<file path="config.mk">
export PLATFORM = sky130hd
export DESIGN_NAME = button_conditioner
export DESIGN_NICKNAME = d
export VERILOG_FILES = /design/src/rtl/button_pkg.sv /design/src/rtl/button_channel.sv /design/src/rtl/button_conditioner.sv
export SDC_FILE = /design/constraint.sdc
export NUM_CORES = 1
export LEC_CHECK = 0
export BUFFER_PORTS_ARGS = -buffer_cell sky130_fd_sc_hd__buf_2
export CELL_PAD_IN_SITES_DETAIL_PLACEMENT = 0
export CELL_PAD_IN_SITES_GLOBAL_PLACEMENT = 2
export CORE_ASPECT_RATIO = 2
export CORE_MARGIN = 4
export CORE_UTILIZATION = 43
export DETAILED_ROUTE_END_ITERATION = 10
export PLACE_DENSITY_LB_ADDON = 0.1
export SLEW_MARGIN = 25
export SYNTH_ARGS = -nofsm -noshare
export SYNTH_HDL_FRONTEND = slang
export SYNTH_SLANG_ARGS = --single-unit
</file>
<file path="constraint.sdc">
create_clock -name clk -period 3.4 [get_ports clk]
set_input_delay 0.85 -clock clk [delete_from_list [all_inputs] [get_ports clk]]
set_output_delay 0.85 -clock clk [all_outputs]
set_load 0.05 [all_outputs]
</file>
<file path="src/rtl/button_pkg.sv">
// Shared types and default timing constants for the push-button conditioner.
package button_pkg;

  typedef enum logic [1:0] {
    REL,
    HOLD_DLY,
    HOLD_RPT
  } rpt_state_t;

  localparam int DEF_DEB_CYCLES    = 50000;
  localparam int DEF_REPEAT_DELAY  = 25000000;
  localparam int DEF_REPEAT_PERIOD = 5000000;

endpackage

</file>
<file path="src/rtl/button_channel.sv">
// One push-button channel: synchronizer, debounce, press/release pulses and,
// when BTN_AUTOREPEAT_EN is defined, the auto-repeat state machine.
module button_channel
  import button_pkg::*;
#(
  parameter int DEB_CYCLES    = DEF_DEB_CYCLES,
  parameter int REPEAT_DELAY  = DEF_REPEAT_DELAY,
  parameter int REPEAT_PERIOD = DEF_REPEAT_PERIOD
) (
  input  logic clk,
  input  logic rst_n,
  input  logic btn_n,
  output logic level,
  output logic press,
  output logic release_pulse,
  output logic rpt
);

  localparam int DW = $clog2(DEB_CYCLES);
  localparam logic [DW-1:0] DEB_LAST = DW'(DEB_CYCLES - 1);

  logic          sync1;
  logic          sync2;
  logic          s;
  logic [DW-1:0] dcnt;
  logic          toggle;
  logic          rise;
  logic          fall;

  assign s      = ~sync2;
  assign toggle = (s != level) && (dcnt == DEB_LAST);
  assign rise   = toggle & ~level;
  assign fall   = toggle & level;

  // Synchronizer idles at 1 so a held button after reset must re-qualify.
  always_ff @(posedge clk or negedge rst_n) begin
    if (!rst_n) begin
      sync1 <= 1'b1;
      sync2 <= 1'b1;
    end else begin
      sync1 <= btn_n;
      sync2 <= sync1;
    end
  end

  always_ff @(posedge clk or negedge rst_n) begin
    if (!rst_n) begin
      dcnt          <= '0;
      level         <= 1'b0;
      press         <= 1'b0;
      release_pulse <= 1'b0;
    end else begin
      press         <= rise;
      release_pulse <= fall;
      if (toggle) begin
        level <= ~level;
        dcnt  <= '0;
      end else if (s == level) begin
        dcnt <= '0;
      end else begin
        dcnt <= dcnt + 1'b1;
      end
    end
  end

`ifdef BTN_AUTOREPEAT_EN
  localparam int RMAX = (REPEAT_DELAY > REPEAT_PERIOD) ? REPEAT_DELAY : REPEAT_PERIOD;
  localparam int RW   = $clog2(RMAX);
  localparam logic [RW-1:0] DLY_LAST = RW'(REPEAT_DELAY - 1);
  localparam logic [RW-1:0] PER_LAST = RW'(REPEAT_PERIOD - 1);

  rpt_state_t    state;
  rpt_state_t    state_next;
  logic [RW-1:0] rcnt;
  logic [RW-1:0] rcnt_next;
  logic          rpt_next;

  always_ff @(posedge clk or negedge rst_n) begin
    if (!rst_n) begin
      state <= REL;
      rcnt  <= '0;
      rpt   <= 1'b0;
    end else begin
      state <= state_next;
      rcnt  <= rcnt_next;
      rpt   <= rpt_next;
    end
  end

  // A release always wins, so rpt can never land on the release cycle.
  always_comb begin
    state_next = state;
    rcnt_next  = rcnt + 1'b1;
    rpt_next   = 1'b0;
    if (fall) begin
      state_next = REL;
      rcnt_next  = '0;
    end else begin
      case (state)
        REL: begin
          rcnt_next = '0;
          if (rise) state_next = HOLD_DLY;
        end
        HOLD_DLY: begin
          if (rcnt == DLY_LAST) begin
            state_next = HOLD_RPT;
            rcnt_next  = '0;
            rpt_next   = 1'b1;
          end
        end
        HOLD_RPT: begin
          if (rcnt == PER_LAST) begin
            rcnt_next = '0;
            rpt_next  = 1'b1;
          end
        end
        default: begin
          state_next = REL;
          rcnt_next  = '0;
        end
      endcase
    end
  end
`else
  assign rpt = 1'b0;
`endif

endmodule

</file>
<file path="src/rtl/button_conditioner.sv">
// N_CH independent debounced push-button channels; auto-repeat via BTN_AUTOREPEAT_EN.
// "release" is a reserved word, so the release pulse port is release_pulse.
module button_conditioner
  import button_pkg::*;
#(
  parameter int N_CH          = 4,
  parameter int DEB_CYCLES    = DEF_DEB_CYCLES,
  parameter int REPEAT_DELAY  = DEF_REPEAT_DELAY,
  parameter int REPEAT_PERIOD = DEF_REPEAT_PERIOD
) (
  input  logic            clk,
  input  logic            rst_n,
  input  logic [N_CH-1:0] btn_n,
  output logic [N_CH-1:0] level,
  output logic [N_CH-1:0] press,
  output logic [N_CH-1:0] release_pulse,
  output logic [N_CH-1:0] rpt
);

  for (genvar i = 0; i < N_CH; i++) begin : g_ch
    button_channel #(
      .DEB_CYCLES   (DEB_CYCLES),
      .REPEAT_DELAY (REPEAT_DELAY),
      .REPEAT_PERIOD(REPEAT_PERIOD)
    ) u_ch (
      .clk          (clk),
      .rst_n        (rst_n),
      .btn_n        (btn_n[i]),
      .level        (level[i]),
      .press        (press[i]),
      .release_pulse(release_pulse[i]),
      .rpt          (rpt[i])
    );
  end

endmodule
</file>
==> impl_metrics.json <==
{
  "multi_input_area_sq_um": 1615,
  "cp_num_buf_inv": 0,
  "antenna_found_initial": 0,
  "synth_cell_types": 36,
  "final.setup.tns_ps": 0,
  "crit_chain": "or4b_1 > nor4_2 > nand2b_1 > nor2_1",
  "cp.required_ps": 3590,
  "yosysWarnings": 0,
  "p_int_w": 0.001684,
  "synth_flop_cell": "dfrtp_1",
  "post_drt_wl_per_cell_um": 14.37,
  "dr_total_vias": 2598,
  "overflow": 0,
  "worstHoldStart": "g_ch[0].u_ch.sync1",
  "cts-root-buf": "clkbuf_16",
  "cts_hold_buf": 0,
  "post_route_cells_drive_above_1_share_pct": 12.79,
  "arrival_ps": 2410,
  "power_frac_comb_pct": 3.2,
  "p_seq_share_pct": 48.1,
  "criticalPathCategory": "reg2reg",
  "globalRouteTotalUtil_pct": 15.19,
  "synth-edff-count": 0,
  "skew_ps": 5.013,
  "rsz0062_at_grt": "false",
  "synthesis.area_sq_um": 3933,
  "max_slew_margin_pct": 56.24,
  "setup_viol": 0,
  "reg2reg_depth": 4,
  "synth_most_common_cell": "dfrtp_1",
  "fin_area_sq_um": 4324,
  "core_region_area_sq_um": 8951,
  "fmax_ghz": 0.4499,
  "hp-class": "reg2reg",
  "power.leakage_nw": 1.770,
  "placed_cell_area_sq_um": 3999,
  "period_minus_slack_ps": 2223,
  "cts_setup_buffers": 0,
  "reg2reg_slack_ps": 1180,
  "power.switching_w": 0.0004629,
  "cts_made_buffers": 9,
  "grt_pass1_vias": 2691,
  "power.density_nw_per_um2": 496.5,
  "num_antenna_cells": 0,
  "chipHeight_um": 143.2,
  "r2r-end": "g_ch[0].u_ch.dcnt[14]",
  "power_frac_clock_pct": 48.6,
  "r2r_start": "g_ch[0].u_ch.dcnt[7]",
  "peakVddDrop_v": 0.0002888,
  "routed_wl_um": 7086,
  "synth_top_area_share_pct": 48.36,
  "hold_ws_ps": 352.6,
  "final-seq-area_sq_um": 2112,
  "first_iter_violations": 143,
  "drc": 0,
  "cts_num_sinks": 84,
  "hpwl_um": 4865,
  "io_pins": 22,
  "start_util_pct": 43.93,
  "synth_area_per_cell_sq_um": 10.43,
  "viasPerCell": 5.270,
  "clkTransAtPathRegs_ps": 60,
  "critPathLaunchType": "flip-flop",
  "finalHoldViolCount": 0,
  "gp_congestion": 0.8585,
  "grt_pass1_wl_um": 12650,
  "cts_tree": "yes",
  "path_max_fanout": 16,
  "grt_max_degree": 45,
  "htreeDepth": 3,
  "cp_slowest_cell": "nand2b_1",
  "netlist_instances": 377,
  "drv_slew": 0,
  "seq_area_frac_synth_pct": 53.71,
  "synth_area_leaders": "dfrtp_1 (48%), xnor2_1 (11%), nor2_1 (6.5%), dfstp_2 (5.3%), buf_4 (3.1%)",
  "worst_pin_slew_ps": 656.5,
  "outcome": "finished, final reports clean",
  "fillers": 849,
  "syn_to_final_growth_pct": 9.959,
  "clkLatencyLatePin_ps": 330,
  "async_flop_share_pct": 100.0,
  "end_kind": "flip-flop",
  "portBuffers": 17,
  "placementRows": 49,
  "synth_seq_cells": 84,
  "path_depth": 4,
  "crit_path_end": "g_ch[0].u_ch.dcnt[14]",
  "cap_viol_max_count": 0,
  "cts_buffer_depth": 2,
  "fin_crit_sh_pct": 65.37,
  "critPathMaxStageDelay_ps": 580,
  "dieArea_sq_um": 10830,
  "die_x_um": 75.62,
  "nets": 396,
  "netSwitchingFraction_pct": 21.56,
  "ant_nets": 0,
  "synth.largest_area_cell": "dfrtp_1",
  "cp_top_family": "simple AND/OR/NAND/NOR gates",
  "cts-resized-gates": 0,
  "synthTopCellsByCount": "dfrtp_1 (76), nor2_1 (68), xnor2_1 (50)",
  "startpoint": "g_ch[0].u_ch.dcnt[7]",
  "drtPass1Iterations": 4
}
worst reg2reg max path, delay by kind of cell, from the launching register on:
| kind | cells | cell delay (ps) |
|---|---|---|
| AND/OR/NAND/NOR | 4 | 1650 |
| flip-flops | 1 | 430 |
per-stage QoR:
| stage | util, % | total power, W | std cells | worst slack [ps] |
|---|---|---|---|---|
| 2_1_floorplan | - | 0.001096 | 380 | 1627 |
| 3_3_place_gp | 44.67 | 0.001122 | 477 | 1221 |
| 3_5_place_dp | 44.67 | 0.001123 | 477 | 1155 |
| 4_1_cts | 48.31 | 0.002188 | 493 | 1148 |
| 5_1_grt | 48.31 | 0.002246 | 493 | 998.2 |
| 6_report | 48.31 | 0.002147 | 493 | 1177 |
cells by family (layout without fill, tap and decap cells):
family | Yosys count | after routing | synth area share, %
fa+ha+maj | 4 | 4 | 1.273
flops | 84 | 84 | 53.71
compound gates | 6 | 6 | 0.9861
simple gates | 185 | 185 | 24.63
buf+inv | 35 | 46 | 5.504
other cells | 1 | 4 | 0.09536
xor+xnor | 62 | 62 | 13.81
power groups by stage:
stage,clock (W),sequential [W],combinational (W)
after CTS,0.00108,0.00103,0.0000719
after global placement,0,0.00105,0.0000709
after floorplan,0,0.00105,0.0000468
final,0.00104,0.00103,0.0000688
after global routing,0.00113,0.00104,0.0000802
after detailed placement,0,0.00105,0.0000714
placed cells by master, fill, tap and decap left out, drive strengths merged:
cell type and n:
nor4b 3, nor2b 2, or4 2, a21oi 3, nor4bb 6, o31ai 2
dfstp 8, or3 2, xnor2 50, inv 12, clkbuf 9, and2 3
buf 19, nand3 21, and3 7, nor4 19, nand2b 1, a31o 1
nand2 14, or4b 2, dfrtp 76, nand4 19, nand3b 1, conb 4
nor3 13, nor2 70, clkinvlp 3, clkinv 1, ha 4, xor2 12
bufinv 2
cell type report:
type | instances | share of cell area (%)
flip-flops and latches | 84 | 48.84
multi-input cells | 261 | 37.36
clock buffers | 9 | 5.208
well taps | 102 | 2.951
repair buffers | 19 | 2.373
clock inverters | 7 | 2.315
inverters | 11 | 0.9549
worst min path at each step:
stage / cells after the start / to
after floorplan: 0 / g_ch[0].u_ch.sync2
after global placement: 0 / g_ch[1].u_ch.sync2
after detailed placement: 0 / g_ch[0].u_ch.sync2
after CTS: 0 / g_ch[0].u_ch.sync2
after global routing: 0 / g_ch[0].u_ch.sync2
final: 0 / g_ch[0].u_ch.sync2
state kept, by name, summed over array words and instances (netlist names):
name	cells
g_ch.u_ch.sync1	4
g_ch.u_ch.dcnt	64
g_ch.u_ch.sync2	4
g_ch.u_ch.level	4
g_ch.u_ch.press	4
g_ch.u_ch.release_pulse	4
per-layer routing:
layer,vias up,share of wire [%],global-route usage (%)
li1,1286,-,-
met5,-,0,0
met2,36,53,25.40
met3,12,2.9,3.524
met4,0,2.3,7.189
met1,1264,42,17.86
No activity file was read; power rests on OpenSTA's default activity.
